--- src/rtl/riscv_seq_divider.sv ---
// Iterative restoring divider for RV32M/RV64M DIV/DIVU/REM/REMU with stall and result strobe.
// Optional one-entry result cache enabled by defining DIV_RESULT_CACHE_EN.
module riscv_seq_divider #(
   parameter int XLEN   = 32,
   parameter int UNROLL = 1,
   parameter int TAG_W  = 5
) (
   input  logic             i_clk,
   input  logic             i_reset,
   input  logic             i_start_valid,
   output logic             o_start_ready,
   input  logic [2:0]       i_funct3,
   input  logic [XLEN-1:0]  i_a,
   input  logic [XLEN-1:0]  i_b,
   input  logic [TAG_W-1:0] i_tag_in,
   input  logic             i_flush,
   output logic             o_busy,
   output logic             o_stall,
   output logic             o_result_valid,
   output logic [XLEN-1:0]  o_result,
   output logic [TAG_W-1:0] o_tag_out
);

   localparam int N     = XLEN / UNROLL;
   localparam int CNT_W = $clog2(N);
   localparam logic [CNT_W-1:0] CNT_LAST = CNT_W'(N - 1);

   localparam logic [1:0] S_IDLE = 2'd0;
   localparam logic [1:0] S_ITER = 2'd1;
   localparam logic [1:0] S_DONE = 2'd2;

   logic [1:0]       r_state;
   logic [CNT_W-1:0] r_cnt;
   logic [TAG_W-1:0] r_tag;
   logic             r_is_rem;
   logic             r_sign_a;
   logic             r_sign_b;
   logic [XLEN-1:0]  r_dvd;
   logic [XLEN-1:0]  r_dvs;
   logic [XLEN:0]    r_rem;
   logic [XLEN-1:0]  r_result;
   logic [TAG_W-1:0] r_tag_out;

   logic            w_accept;
   logic            w_signed;
   logic            w_illegal;
   logic            w_div0;
   logic            w_ovf;
   logic            w_special;
   logic            w_sign_a;
   logic            w_sign_b;
   logic [XLEN-1:0] w_mag_a;
   logic [XLEN-1:0] w_mag_b;
   logic [XLEN-1:0] w_special_res;
   logic            w_hit;
   logic [XLEN-1:0] w_hit_res;
   logic            w_quick;
   logic [XLEN-1:0] w_quick_res;
   logic [XLEN:0]   w_rem_nx;
   logic [XLEN-1:0] w_dvd_nx;
   logic [XLEN-1:0] w_quot;
   logic [XLEN-1:0] w_remf;
   logic [XLEN-1:0] w_final;
   logic            w_last;

   assign o_start_ready  = (r_state == S_IDLE) && !i_flush && !i_reset;
   assign o_busy         = (r_state != S_IDLE);
   assign o_stall        = !i_reset &&
                           ((i_start_valid && (r_state == S_IDLE)) || (r_state == S_ITER));
   assign o_result_valid = (r_state == S_DONE) && !i_flush;
   assign o_result       = r_result;
   assign o_tag_out      = r_tag_out;

   assign w_accept  = i_start_valid && o_start_ready;
   assign w_signed  = !i_funct3[0];
   assign w_illegal = !i_funct3[2];
   assign w_div0    = (i_b == '0);
   assign w_ovf     = w_signed && (i_b == '1) && (i_a == {1'b1, {(XLEN-1){1'b0}}});
   assign w_special = w_illegal || w_div0 || w_ovf;
   assign w_sign_a  = w_signed && i_a[XLEN-1];
   assign w_sign_b  = w_signed && i_b[XLEN-1];
   assign w_mag_a   = w_sign_a ? -i_a : i_a;
   assign w_mag_b   = w_sign_b ? -i_b : i_b;

   // ISA-defined results that need no iteration
   always_comb begin
      w_special_res = '0;
      if (w_illegal)   w_special_res = '0;
      else if (w_div0) w_special_res = i_funct3[1] ? i_a : '1;
      else if (w_ovf)  w_special_res = i_funct3[1] ? '0 : i_a;
   end

   always_comb begin
      w_rem_nx = r_rem;
      w_dvd_nx = r_dvd;
      for (int i = 0; i < UNROLL; i++) begin
         w_rem_nx = {w_rem_nx[XLEN-1:0], w_dvd_nx[XLEN-1]};
         w_dvd_nx = {w_dvd_nx[XLEN-2:0], 1'b0};
         if (w_rem_nx >= {1'b0, r_dvs}) begin
            w_rem_nx    = w_rem_nx - {1'b0, r_dvs};
            w_dvd_nx[0] = 1'b1;
         end
      end
   end

   assign w_quot  = (r_sign_a ^ r_sign_b) ? -w_dvd_nx : w_dvd_nx;
   assign w_remf  = r_sign_a ? -w_rem_nx[XLEN-1:0] : w_rem_nx[XLEN-1:0];
   assign w_final = r_is_rem ? w_remf : w_quot;
   assign w_last  = (r_state == S_ITER) && (r_cnt == CNT_LAST);

`ifdef DIV_RESULT_CACHE_EN
   logic            r_c_valid;
   logic [XLEN-1:0] r_c_a;
   logic [XLEN-1:0] r_c_b;
   logic            r_c_uns;
   logic [XLEN-1:0] r_c_quot;
   logic [XLEN-1:0] r_c_rem;
   logic [XLEN-1:0] r_raw_a;
   logic [XLEN-1:0] r_raw_b;
   logic            r_uns;

   assign w_hit     = r_c_valid && !w_special && (i_a == r_c_a) && (i_b == r_c_b) &&
                      (i_funct3[0] == r_c_uns);
   assign w_hit_res = i_funct3[1] ? r_c_rem : r_c_quot;

   // Only reset invalidates; flushed ops never reach the store
   always_ff @(posedge i_clk or posedge i_reset) begin
      if (i_reset) begin
         r_c_valid <= 1'b0;
         r_c_a     <= '0;
         r_c_b     <= '0;
         r_c_uns   <= 1'b0;
         r_c_quot  <= '0;
         r_c_rem   <= '0;
         r_raw_a   <= '0;
         r_raw_b   <= '0;
         r_uns     <= 1'b0;
      end else begin
         if (w_accept) begin
            r_raw_a <= i_a;
            r_raw_b <= i_b;
            r_uns   <= i_funct3[0];
         end
         if (w_last && !i_flush) begin
            r_c_valid <= 1'b1;
            r_c_a     <= r_raw_a;
            r_c_b     <= r_raw_b;
            r_c_uns   <= r_uns;
            r_c_quot  <= w_quot;
            r_c_rem   <= w_remf;
         end
      end
   end
`else
   assign w_hit     = 1'b0;
   assign w_hit_res = '0;
`endif

   assign w_quick     = w_special || w_hit;
   assign w_quick_res = w_special ? w_special_res : w_hit_res;

   always_ff @(posedge i_clk or posedge i_reset) begin
      if (i_reset) begin
         r_state   <= S_IDLE;
         r_cnt     <= '0;
         r_tag     <= '0;
         r_is_rem  <= 1'b0;
         r_sign_a  <= 1'b0;
         r_sign_b  <= 1'b0;
         r_dvd     <= '0;
         r_dvs     <= '0;
         r_rem     <= '0;
         r_result  <= '0;
         r_tag_out <= '0;
      end else begin
         case (r_state)
            S_IDLE: begin
               if (w_accept) begin
                  r_tag    <= i_tag_in;
                  r_is_rem <= i_funct3[1];
                  r_sign_a <= w_sign_a;
                  r_sign_b <= w_sign_b;
                  r_dvd    <= w_mag_a;
                  r_dvs    <= w_mag_b;
                  r_rem    <= '0;
                  r_cnt    <= '0;
                  if (w_quick) begin
                     r_state   <= S_DONE;
                     r_result  <= w_quick_res;
                     r_tag_out <= i_tag_in;
                  end else begin
                     r_state <= S_ITER;
                  end
               end
            end
            S_ITER: begin
               if (i_flush) begin
                  r_state <= S_IDLE;
               end else begin
                  r_rem <= w_rem_nx;
                  r_dvd <= w_dvd_nx;
                  r_cnt <= r_cnt + CNT_W'(1);
                  if (w_last) begin
                     r_state   <= S_DONE;
                     r_result  <= w_final;
                     r_tag_out <= r_tag;
                  end
               end
            end
            default: r_state <= S_IDLE;
         endcase
      end
   end

endmodule

--- config.mk ---
export PLATFORM = sky130hd
export DESIGN_NAME = riscv_seq_divider
export DESIGN_NICKNAME = d
export VERILOG_FILES = /design/src/rtl/riscv_seq_divider.sv
export SDC_FILE = /design/constraint.sdc
export NUM_CORES = 1
export LEC_CHECK = 0
export ABC_AREA = 1
export CAP_MARGIN = 20
export CORE_AREA = 2 2 186 188
export CTS_CLUSTER_SIZE = 10
export DETAILED_ROUTE_END_ITERATION = 10
export DIE_AREA = 0 0 188 190
export HOLD_SLACK_MARGIN = 0.05
export PLACE_DENSITY = 0.7
export SKIP_CTS_REPAIR_TIMING = 1
export SLEW_MARGIN = 20
export SYNTH_ARGS = -nofsm -noshare
export SYNTH_HDL_FRONTEND = slang
export SYNTH_SLANG_ARGS = --single-unit
--- constraint.sdc ---
create_clock -name i_clk -period 5.1 [get_ports i_clk]
set_input_delay 1.275 -clock i_clk [delete_from_list [all_inputs] [get_ports i_clk]]
set_output_delay 1.275 -clock i_clk [all_outputs]
set_load 0.05 [all_outputs]
* Word-level counts from Yosys, hierarchy flattened
Index checks and enable logic that the tools add are counted.
** Storage, ports and cells
- Output and inout port bits :: 41
- Register bits :: 148
- Logic and storage cells :: 91
- Input port bits :: 76
** Cells by class
- Bitwise gates (word level) :: 1
- Reduce and logical (&&, ||, !) cells :: 26
- Muxes and demuxes :: 36
- Add/sub/neg operators :: 6
- Magnitude comparators :: 1
- Equality and inequality tests :: 10
** Operators by type and width (number)
- 2-to-1 mux 32 bit :: 19
- one-hot mux 32 bit (2 select lines) :: 3
- negation 32 bit :: 4
- == test 32 bit, second input constant :: 2
- greater-or-equal comparator 33 x 32 -> 1 bit :: 1
- logical NOT 32 bit :: 1
- subtractor 32 bit :: 1
- 2-to-1 mux 5 bit :: 6
- one-hot mux 5 bit (2 select lines) :: 2
- logical AND 1 bit :: 11
- 2-to-1 mux 2 bit :: 4
- != test 2 bit, second input constant :: 4
- adder 5 x 1 -> 5 bit, second input constant :: 1
- == test 5 bit, second input constant :: 1
- AND reduction 5 bit :: 1
- logical NOT 1 bit :: 4
- one-hot mux 2 bit (2 select lines) :: 1
- AND reduction 2 bit :: 2
- nonzero test 2 bit :: 2
- logical OR 1 bit :: 3
- != test 3 bit, second input constant :: 1
- AND reduction 3 bit :: 1
- == test 2 x 1 -> 1 bit, second input constant :: 1
- == test 2 bit, second input constant :: 1
- 3 further kinds :: 3

* Depth between registers and ports, before layout
- Depth after elaboration :: 9
- Depth in mapped cells :: 34
- Depth with buffers taken out :: 32

* Least setup slack after synthesis
OpenSTA, ideal clock, no wires.
- Kind :: input-to-reg
- Start point :: input port i_flush
- End point :: register r_result[21] (netlist: o_result[21])
- Required time :: 4.977 ns
- Buffers on the path :: 1
- Setup time :: 0.123 ns
- Cell stages on the path :: 9
- Arrival :: 3.803 ns
- Path slack :: 1.174 ns
- Cells stage by stage :: nor3_1 > nand2_1 > nand2_1 > inv_2 > nor2_1 > nand2_1 > clkbuf_1 > a31oi_1 > a21oi_2
** Between the ends
- Word-level cells in the longest chain between the ends :: 6
- Elaborated cells between the ends (all ways) :: 7
- Those cells by class :: eq/ne (2); reduce/logical (5)
** Ends and longest elaborated chain
- start: declaration :: line 16 : input logic i_flush,
- logical NOT 1 bit :: line 66 : assign o_start_ready = (r_state == S_IDLE) && !i_flush && !i_reset;
- logical AND 1 bit (2 in series) :: line 66
- logical AND 1 bit :: line 74 : assign w_accept = i_start_valid && o_start_ready;
- != test 2 bit (no line)
- AND reduction 5 bit (no line) (*)
- end signal: assignment :: line 189 : r_result <= w_quick_res;
- end signal: assignment :: line 205 : r_result <= w_final;
- end: declaration :: line 41 : logic [XLEN-1:0] r_result;
Mark *: on every way between the ends. The rest lies on a longest branch, timed or not.
A chain may end at the register's enable or synchronous reset.

* Worst setup path after layout
- Start point :: input port i_a[29]
- End point :: register r_result[0] (netlist: o_result[0])
** Between the ends
- Word-level cells in the longest chain between the ends :: 8
- Elaborated cells between the ends (all ways) :: 11
- Those cells by class :: eq/ne (2); mux (6); reduce/logical (3)
** Ends and longest elaborated chain
- start: declaration :: line 13 : input logic [XLEN-1:0] i_a,
- == test 32 bit (*) :: line 78 : assign w_ovf = w_signed && (i_b == '1) && (i_a == {1'b1, {(XLEN-1){1'b0}}});
- logical AND 1 bit (*) :: line 78
- 2-to-1 mux 32 bit :: line 90 : else if (w_ovf) w_special_res = i_funct3[1] ? '0 : i_a;
- 2-to-1 mux 32 bit :: line 89 : else if (w_div0) w_special_res = i_funct3[1] ? i_a : '1;
- 2-to-1 mux 32 bit :: line 88 : if (w_illegal) w_special_res = '0;
- 2-to-1 mux 32 bit :: line 187 : if (w_quick) begin
- 2-to-1 mux 32 bit :: line 178 : if (w_accept) begin
- one-hot mux 32 bit (2 select lines) :: line 176 : case (r_state)
Mark *: on every way between the ends. The rest lies on a longest branch, timed or not. The select of a mux whose other input is x is not followed.

==> metrics.md <==
| Metric | Value |
|---|---|
| Initial Util | `0.3922` |
| Minimum clock period | `about 4800 ps` |
| Worst R2R Setup Slack | `780 ps` |
| Seq/Total Area, Yosys | `0.2782` |
| Grt ovf | `0` |
| Worst r2r src | `r_rem[19]$_DFFE_PP0P_` |
| Setup TNS | `0 ps` |
| Final routed DRC violation total | `0` |
| Worst hold path type | `flop to flop` |
| Post-layout util | `0.4561` |
| Final max-slew violation count | `0` |
| Crit path cell chain | `clkdlybuf4s50_1 > nor2_1 > nand3_1 > nor4_1 > nand3_1 > nor4_1 > nand3_1 > nand4_1 > nand2_1 > inv_2 > buf_4 > nor2_1 > a31oi_1` |
| Worst path buffer plus inverter count | `3` |
| Post-synthesis register bit count | `148` |
| Worst R2R End | `o_result[28]$_DFFE_PP0P_` |
| Worst-case clock buffer depth | `2` |
| Critical-path top delay cell | `nor4_1` |
| Vias | `14410` |
| Yosys warns | `0` |
| Vias/cell | `5.352` |
| Proportion of layout cells with a drive suffix above 1 | `0.07373` |
| Dpl cells | `approximately 2700` |
| Slew @ Worst Pin | `about 1200 ps` |
| Fin Clk Skew | `13.10 ps` |
| Crit Path Category | `input port to flop` |
| Antenna violations before repair | `0` |
| Worst-path fanout max | `20` |
| Pin count of the biggest net entering global routing | `78` |
| Post-DRT Antenna Nets | `0` |
| Tcrit/Tclk final | `0.9496` |
| Worst EP required | `5460 ps` |
| Cell mode on critical path | `nand3_1` |
| RSZ-0062 raised after global routing | `no` |
| Number of max-cap violations | `0` |
| Most frequent cells in the layout | `616 x nand2_1, 294 x inv_1, 208 x nor2_1` |
| # IOs | `117` |
| Final RePlAce weighted congestion | `between 0.9 and 1` |
| H-tree depth | `4` |
| Num CTS Buffers | `17` |
| Clk slew on worst S/H paths | `approximately 70 ps` |
| Delay of the slowest cell on the worst path | `930 ps` |
| CTS tree | `done` |
| Num Clock Sinks | `approximately 150` |
| Setup crit start kind | `input port` |
| Commonest non-fill, non-tap cell in the layout | `nand2_1` |
| Vias in the first global route | `roughly 13000` |
| Largest delay share family, worst path | `simple AND/OR/NAND/NOR gates` |
| Global-route wire length before repair | `72870 um` |
| CP endpoint kind | `flop` |
| Placement Rows | `68` |
| Post-synthesis average cell area | `6.195 um2` |
| Max Fclk | `206.5 MHz` |
| Final setup violation count | `0` |
| Non-Filler Instances | `roughly 2700` |
| Routed len/inst | `17.23 um` |
| Layout fillers | `3522` |
| Final net count | `2341` |
| Hold endpoint | `r_tag[2]$_DFFE_PP0P_` |
| Root buf cell | `clkbuf_16` |
| Mapped cell area | `13310 um2` |
| Register area | `roughly 3700 um2` |
| Final hold viol count | `0` |
| Final wirelength | `46400 um` |
| Hold Startpoint | `r_tag[2]$_DFFE_PP0P_` |
| Outcome | `complete, no violations` |
| Area of the multi-input gates | `between 8000 and 9000 um2` |
| Overall routing resource usage | `0.2589` |
| Drt first pass iters | `5` |
| N_diodes | `0` |
| Post-synth net total | `approximately 2300` |
| Die Wd | `188 um` |
| Synth Instances | `between 2000 and 2500` |
| Initial DRC count | `1376` |
| Hold Crit Depth | `2` |
| Levels on crit path | `13` |
| Synthesis-to-finish area growth | `16.31%` |
| Die Height | `190 um` |
| R2R depth | `29` |
| Worst-Skew Late Latency | `about 440 ps` |
| DP Wirelength | `36110 um` |
| Slew HR | `0.1997` |
| Input/output buffers | `116` |
| Die area | `35720 um2` |
| Core Area | `33950 um2` |
| Critical path arrival | `around 5200 ps` |
| Netlist cell types | `49` |
-- Yosys cell counts, drive strengths merged --
cell type	count	area, um2
nand2	657	2602
inv	307	1152
nor2	237	1022
nand3	173	920.9
o21ai	173	884.6
dfrtp	148	3704
a21oi	108	555.5
clkbuf	57	214.0
xor2	40	350.3
ha	39	488.0
nor3	36	206.5
nand4	27	168.9
a31oi	26	162.7
buf	26	163.9
o2111ai	13	113.9
o221ai	12	105.1
o22ai	12	75.07
nor4	11	68.82
nand3b	9	67.56
xnor2	9	78.83
o211ai	8	60.06
or2	6	37.54
clkinv	4	15.01
a2111oi	2	17.52
a22oi	2	15.01
and2	2	12.51
o31ai	2	15.01
fa	1	20.02
o32ai	1	8.760
or3	1	6.260
-- routing by layer --
layer | part of all wire | vias up | GRT usage
met5 | 0 | - | 0
met4 | 0.041 | 0 | 0.1224
met3 | 0.065 | 99 | 0.04003
met2 | 0.45 | 542 | 0.4028
met1 | 0.45 | 6689 | 0.3525
li1 | - | 7084 | -
-- worst max-delay path by stage --
stage            start                  endpoint  slack, ps
2_1_floorplan  i_flush  o_result[21]$_DFFE_PP0P_       1170
3_5_place_dp   i_a[25]  o_tag_out[3]$_DFFE_PP0P_       -120
5_1_grt        i_a[25]  o_tag_out[3]$_DFFE_PP0P_         90
6_report       i_a[29]   o_result[0]$_DFFE_PP0P_        260
3_3_place_gp   i_a[25]  o_tag_out[0]$_DFFE_PP0P_        -20
4_1_cts        i_a[25]   o_result[0]$_DFFE_PP0P_        360
-- registers in the layout (all words and copies together), names as in the netlist --
signal	flops
r_tag	5
r_state	2
r_dvd	32
o_tag_out	5
r_cnt	5
r_sign_b	1
r_sign_a	1
r_is_rem	1
r_dvs	32
r_rem	32
o_result	32
-- worst register-to-register path, delay by kind of cell (launching register included) --
| family | cells | cell delay, ps |
|---|---|---|
| flops | 1 | 440 |
| simple gates | 18 | 2210 |
| compound gates | 5 | 680 |
| buf+inv | 4 | 350 |
| fa+ha+maj | 2 | 590 |
-- kinds of logic (layout without fill, tap and decap cells) --
logic type,after synthesis,count (layout),synth area share
and+or+nand+nor,1159,1159,0.3841
buffers and inverters,394,483,0.1161
AOI/OAI and AO/OA,359,359,0.1512
DFF,148,148,0.2782
xor gates and xnor gates,49,49,0.03224
adders and majority gates,40,40,0.03816
-- final cells by class --
class | count | share of cell area
inverters | 311 | 0.07564
clock buffers | 21 | 0.03103
repair buffers | 140 | 0.08824
well taps | 455 | 0.03677
clock inverters | 11 | 0.007434
multi-input cells | 1607 | 0.5217
flip-flops and latches | 148 | 0.2392
-- metrics by stage --
stage               setup WS (ps)  hold WS, ps  instance area (um2)
floorplan                    1174        449.2                13320
global placement           -19.64        464.7                14890
detailed placement         -122.3        466.1                14890
CTS                         359.0        484.2                15480
global route                93.81        510.3                15480
finish                      257.1        482.5                15480
Power is left out: the tool's default activity adds up to more than one toggle a clock period on the data nets, which glitch-free logic cannot reach.
